### src/rtl/ls595_sipo_if.sv
// Pin bundle of the ls595_sipo shift/storage register: chip-level inputs and
// the parallel/cascade/framing outputs.
interface ls595_sipo_if #(
  parameter int unsigned WIDTH = 8
);
  localparam int unsigned CntW = $clog2(WIDTH + 1);

  logic             srclk;
  logic             ser;
  logic             n_srclr;
  logic             rclk;
  logic             n_oe;
  logic [WIDTH-1:0] q;
  logic             qh_prime;
  logic [CntW-1:0]  bit_cnt;
  logic             frame_ok;
  logic             overrun;

  modport master (
    output srclk, ser, n_srclr, rclk, n_oe,
    input  q, qh_prime, bit_cnt, frame_ok, overrun
  );

  modport slave (
    input  srclk, ser, n_srclr, rclk, n_oe,
    output q, qh_prime, bit_cnt, frame_ok, overrun
  );
endinterface

### src/rtl/ls595_sipo.sv
// 74LS595-style serial-in/parallel-out register with storage latch and framing
// status; chip clocks are sampled levels edge-detected on the system clock.
module ls595_sipo #(
  parameter int unsigned WIDTH = 8
) (
  input  logic        clk,
  input  logic        reset,
  ls595_sipo_if.slave bus
);
  localparam int unsigned CntW = $clog2(WIDTH + 1);
  localparam logic [CntW-1:0] CntFull = CntW'(WIDTH);

  logic [WIDTH-1:0] sr_q, sr_d;
  logic [WIDTH-1:0] store_q, store_d;
  logic [CntW-1:0]  cnt_q, cnt_d;
  logic             frame_ok_q, frame_ok_d;
  logic             overrun_q, overrun_d;
  logic             srclk_q, rclk_q;
  logic             sh_edge, lt_edge, shift_acc;

  assign sh_edge   = bus.srclk & ~srclk_q;
  assign lt_edge   = bus.rclk & ~rclk_q;
  assign shift_acc = sh_edge & bus.n_srclr;

  // Edge detectors reset high so a level already high at release is ignored.
  always_ff @(posedge clk or posedge reset) begin
    if (reset) begin
      sr_q       <= '0;
      store_q    <= '0;
      cnt_q      <= '0;
      frame_ok_q <= 1'b0;
      overrun_q  <= 1'b0;
      srclk_q    <= 1'b1;
      rclk_q     <= 1'b1;
    end else begin
      sr_q       <= sr_d;
      store_q    <= store_d;
      cnt_q      <= cnt_d;
      frame_ok_q <= frame_ok_d;
      overrun_q  <= overrun_d;
      srclk_q    <= bus.srclk;
      rclk_q     <= bus.rclk;
    end
  end

  always_comb begin
    sr_d       = sr_q;
    store_d    = store_q;
    cnt_d      = cnt_q;
    frame_ok_d = frame_ok_q;
    overrun_d  = overrun_q;

    if (!bus.n_srclr) begin
      sr_d = '0;
    end else if (sh_edge) begin
      sr_d = {sr_q[WIDTH-2:0], bus.ser};
    end

    // Latch captures the pre-shift/pre-clear value, one stage behind on a tie.
    if (lt_edge) begin
      store_d    = sr_q;
      frame_ok_d = (cnt_q == CntFull);
      overrun_d  = 1'b0;
    end else if (shift_acc && (cnt_q == CntFull)) begin
      overrun_d = 1'b1;
    end

    if (!bus.n_srclr) begin
      cnt_d = '0;
    end else if (lt_edge) begin
      cnt_d = shift_acc ? CntW'(1) : '0;
    end else if (shift_acc && (cnt_q != CntFull)) begin
      cnt_d = cnt_q + CntW'(1);
    end
  end

  always_comb begin
    bus.q        = bus.n_oe ? '0 : store_q;
    bus.qh_prime = sr_q[WIDTH-1];
    bus.bit_cnt  = cnt_q;
    bus.frame_ok = frame_ok_q;
    bus.overrun  = overrun_q;
  end
endmodule
### src/flat_wrapper.sv
// flat-port wrapper written by rule: the top's interface ports become plain ports
module ls595_sipo_flat 
#(
  parameter int unsigned WIDTH = 8
)
  (clk, reset, bus_srclk, bus_ser, bus_n_srclr, bus_rclk, bus_n_oe, bus_q, bus_qh_prime, bus_bit_cnt, bus_frame_ok, bus_overrun);
  ls595_sipo_if #(.WIDTH(WIDTH)) bus_i ();
  input  logic clk;
  input  logic reset;
  input wire logic [$bits(bus_i.srclk)-1:0] bus_srclk;
  input wire logic [$bits(bus_i.ser)-1:0] bus_ser;
  input wire logic [$bits(bus_i.n_srclr)-1:0] bus_n_srclr;
  input wire logic [$bits(bus_i.rclk)-1:0] bus_rclk;
  input wire logic [$bits(bus_i.n_oe)-1:0] bus_n_oe;
  output wire logic [$bits(bus_i.q)-1:0] bus_q;
  output wire logic [$bits(bus_i.qh_prime)-1:0] bus_qh_prime;
  output wire logic [$bits(bus_i.bit_cnt)-1:0] bus_bit_cnt;
  output wire logic [$bits(bus_i.frame_ok)-1:0] bus_frame_ok;
  output wire logic [$bits(bus_i.overrun)-1:0] bus_overrun;
  assign bus_i.srclk = bus_srclk;
  assign bus_i.ser = bus_ser;
  assign bus_i.n_srclr = bus_n_srclr;
  assign bus_i.rclk = bus_rclk;
  assign bus_i.n_oe = bus_n_oe;
  assign bus_q = bus_i.q;
  assign bus_qh_prime = bus_i.qh_prime;
  assign bus_bit_cnt = bus_i.bit_cnt;
  assign bus_frame_ok = bus_i.frame_ok;
  assign bus_overrun = bus_i.overrun;
  ls595_sipo #(.WIDTH(WIDTH)) u_core (.clk(clk), .reset(reset), .bus(bus_i));
endmodule
### config.mk
export PLATFORM = sky130hd
export DESIGN_NAME = ls595_sipo_flat
export DESIGN_NICKNAME = d
export VERILOG_FILES = /design/src/rtl/ls595_sipo_if.sv /design/src/rtl/ls595_sipo.sv /design/src/flat_wrapper.sv
export SDC_FILE = /design/constraint.sdc
export NUM_CORES = 1
export LEC_CHECK = 0
export ABC_AREA = 1
export CAP_MARGIN = 20
export CORE_ASPECT_RATIO = 1.2
export CORE_MARGIN = 5
export CORE_UTILIZATION = 35
export DETAILED_ROUTE_END_ITERATION = 10
export PLACE_DENSITY = 0.62
export SLEW_MARGIN = 20
export SYNTH_ARGS = -nofsm -noshare
export SYNTH_HDL_FRONTEND = slang
export SYNTH_SLANG_ARGS = --single-unit
### constraint.sdc
create_clock -name clk -period 3.2 [get_ports clk]
set_input_delay 0.64 -clock clk [delete_from_list [all_inputs] [get_ports clk]]
set_output_delay 0.64 -clock clk [all_outputs]
set_load 0.05 [all_outputs]
# Yosys cells after proc, flatten, opt, wreduce, memory -nomap -nowiden
# Cells that the tools add are included.
# word_totals
word_cells	29
regBits	24
# classes
eq_ne	4
n_reduce_logical	3
n_mux	9
n_bitwise	5
add_sub_neg	1
# ops
cell	n
8-bit 2-to-1 mux	3
4-bit 2-to-1 mux	3
4-bit by 1-bit adder with 4-bit output (second input constant)	1
4-bit equality test (second input constant)	1
4-bit != test (second input constant)	1
1-bit bitwise AND	3
1-bit 2-to-1 mux	3
3-bit by 1-bit != test with 1-bit output (second input constant)	1
1-bit logical AND	2
2-bit by 1-bit != test with 1-bit output (second input constant)	1
1-bit NOT	2
2-bit nonzero test	1

# Longest topological paths before layout
# depth
ltp_word	7
depth_mapped	7

# Least setup slack after synthesis
# No wires, ideal clock.
# synth_timing
path_type	input to output
start	input port bus_n_oe
end	output port bus_q[0]
slack_ps	1089
t_arrival_ps	1471
t_required_ps	2560
n_path_buf	1
path_stages	2
cell_sequence	clkbuf_1 nor2_1
# synth_between
elab_chain_len	1
# synth_lines
element	line_no	text
start: declaration	flat_wrapper.sv:14	input wire logic [$bits(bus_i.n_oe)-1:0] bus_n_oe;
8-bit 2-to-1 mux	ls595_sipo.sv:78	bus.q = bus.n_oe ? '0 : store_q;
end: declaration	flat_wrapper.sv:15	output wire logic [$bits(bus_i.q)-1:0] bus_q;
# Every way passes these cells.

# Worst setup path in the final report
# layout_timing
start	input port bus_n_oe
end	output port bus_q[3]
# Same word-level chain as after synthesis.

==> impl_results.md <==
* Syn Nets at roughly 130
* Fmax at roughly 0.36 GHz
* Die width at around 60 um
* Tot GR Track Use at approximately 10%
* Router iterations before antenna repair at 4
* Setup violation total in the final timing report at 0
* Sequential element share of the synthesized area at 57.0%
* R2R cell count at 7
* Required time of the critical path at 2.56 ns
* Number of synthesized register bits at 24
* Design Area, Final at between 0.001 and 0.0015 sq mm
* Clock skew at between 0.002 and 0.003 ns
* Bufs on Longest Clock Path at 2
* CTS tree: built
* Initial Utilization at 37.3%
* Global route overflow at 0
* Vias post-DR at between 800 and 900
* Crit. End Element: output port
* Crit Path Max Fanout at 8
* Sum Neg Setup Slack at 0 ns
* P_leak at between 0.5 and 0.6 nW
* FF-to-FF Start: u_core.bus.bit_cnt[0]$_DFFE_PP0P_
* Yosys top cell by area: dfrtp_1
* Critical Path End: bus_q[3]
* P_sw at between 0.1 and 0.15 mW
* Die area at 0.00422 sq mm
* Detailed Route WL at between 1500 and 2000 um
* Vias in the first global route at approximately 850
* Sw Ratio at about a quarter
* Initial antenna violation count at 0
* Rows at 21
* Final Util at a little under half
* Hold Slack at 0.499 ns
* Crit path time final at about 2.8 ns
* Clock power share at between 20% and 30%
* Max Slew Vio Count at 0
* Yosys cell types at 20
* Power Total at 0.523 mW
* Largest net degree at the start of global routing at 25
* Synth async-reset ratio at 100%
* RSZ-0062 raised after global routing: false
* Post-DP HPWL at around 1400 um
* EDFF count, synth at 0
* Cts bufs inserted at 3
* Arr. time, crit path at approximately 2.1 ns
* DRC viols at 0
* Post-cts hold buffer count at 0
* Synth Cell Area at between 0.001 and 0.0015 sq mm
* # IOs at 22
* Max-cap violation count at 0
* Peak supply drop at 237 uV
* Top post-synthesis cells by area: dfrtp_1, inv_1, nand2_1, dfstp_2, nor2_1
* HP Class: register to register
* Placed Area at between 0.001 and 0.0015 sq mm
* Internal power at 0.399 mW
* Worst r2r dst: u_core.bus.bit_cnt[0]$_DFFE_PP0P_
* Core area at 0.00284 sq mm
* Hold Fails Final Rpt at 0
* Crit path launch: bus_n_oe
* H-tree depth at 1
* Port-buffer cells at 21
* Final ANT Viol Nets at 0
* CP startpoint kind: input port
* # nets final at roughly 150
* Yosys Warn Count at 0
* Power share of the sequential group at 60.1%
* Most frequent cells after synthesis: dfrtp_1, inv_1, nand2_1, nor2_1, o21ai_1
* Status: complete, no violations
* Slew HR at 39.6%
* Clock slew at reported path FFs at around 0.12 ns
* ANT cells at 0
* P&R area growth vs syn at 25.9%
* Tightest Pin Transition at 0.905 ns
* GPL Wtd Cong at 0.795
* Starting DRT DRC Count at 24
* Clk sinks at 24
* Resized cells post-CTS at 0
* Post-Synthesis Cells at ~120
* Clk_lat worst skew at approximately 0.30 ns
* First-pass GRT wire length at roughly 3500 um
* Ys flop type: dfrtp_1
* R2R setup slack at between 1.5 and 2 ns
* Comb pwr share at 11.3%
* Top cell type's share of synthesized area at between 50% and 60%
* Root buf cell: clkbuf_4
* Vias/cell at about 4.6
* Post-Syn Area per Cell at ~8.9 sq um
* Share of post-route cells with drive strength above 1 at around a tenth
* Crit share post-route at between 80 and 90%
* Die Span Y at approximately 70 um
* Critical path type: input port to output port
* DR WL/cell at between 10 and 15 um
* PD cells at around 390 mW/mm^2
* Post-CTS Repair Setup Buffers at 0
-- critical path, stage by stage --
cell and delay, ns:
clkdlybuf4s50_1 0.53, nor2_1 0.15, clkdlybuf4s50_1 0.81
-- per-layer routing --
metal | GRT usage, % | vias to the layer above | routed length [um]
li1 | - | 419 | -
met1 | 13.1 | 368 | 790
met2 | 17.2 | 21 | 848
met3 | 2.03 | 2 | 137
met4 | 3.69 | 0 | 13
met5 | 0 | - | 0
-- cell usage in the layout (no fill, tap or decap), drive strengths merged --
cell	instances
nand2	23
a21boi	2
o21ai	10
dfrtp	22
nand3	8
o22ai	7
clkbuf	4
nor2	16
dfstp	2
a21oi	1
clkdlybuf4s50	21
inv	24
ha	2
-- power groups by stage --
| stage | registers, mW | logic, mW | clock network (mW) |
|---|---|---|---|
| 6_report | 0.315 | 0.0591 | 0.150 |
| 5_1_grt | 0.316 | 0.0680 | 0.174 |
| 4_1_cts | 0.315 | 0.0601 | 0.161 |
| 3_5_place_dp | 0.320 | 0.0599 | 0 |
| 3_3_place_gp | 0.320 | 0.0595 | 0 |
| 2_1_floorplan | 0.327 | 0.0328 | 0 |
-- registers in the layout, indices dropped and copies added, names as in the netlist --
| name | count |
|---|---|
| u_core.bus.frame_ok | 1 |
| u_core.rclk_q | 1 |
| u_core.bus.overrun | 1 |
| u_core.bus.bit_cnt | 4 |
| u_core.srclk_q | 1 |
| u_core.sr_q | 8 |
| u_core.store_q | 8 |
-- worst min-delay path by stage --
stage	depth (start not counted)	endpoint	startpoint
3_3_place_gp	2	u_core.store_q[3]$_DFFE_PP0P_	u_core.store_q[3]$_DFFE_PP0P_
6_report	2	u_core.store_q[7]$_DFFE_PP0P_	u_core.store_q[7]$_DFFE_PP0P_
4_1_cts	2	u_core.store_q[5]$_DFFE_PP0P_	u_core.store_q[5]$_DFFE_PP0P_
5_1_grt	2	u_core.store_q[4]$_DFFE_PP0P_	u_core.store_q[4]$_DFFE_PP0P_
2_1_floorplan	2	u_core.store_q[0]$_DFFE_PP0P_	u_core.store_q[0]$_DFFE_PP0P_
3_5_place_dp	2	u_core.store_q[5]$_DFFE_PP0P_	u_core.store_q[5]$_DFFE_PP0P_
-- kinds of logic after synthesis --
logic type	synth area share [%]
AOI/OAI and AO/OA	11.1
adders and majority gates	2.37
buffers and inverters	9.94
DFF	57.0
and+or+nand+nor	19.5
-- through the flow --
stage          instances  worst slack, ns
3_5_place_dp         172            0.421
4_1_cts              176            0.417
2_1_floorplan        119             1.09
5_1_grt              176            0.292
3_3_place_gp         172            0.440
6_report             176            0.434
-- cell type report --
class,instances,area [sq um]
Inverter,24,90.1
Clock buffer,4,36.3
Sequential cell,24,603
Timing Repair Buffer,21,210
Tap cell,34,42.5
Fill cell,305,1510
Multi-Input combinational cell,69,349
Power figures use the tool's default switching activity.
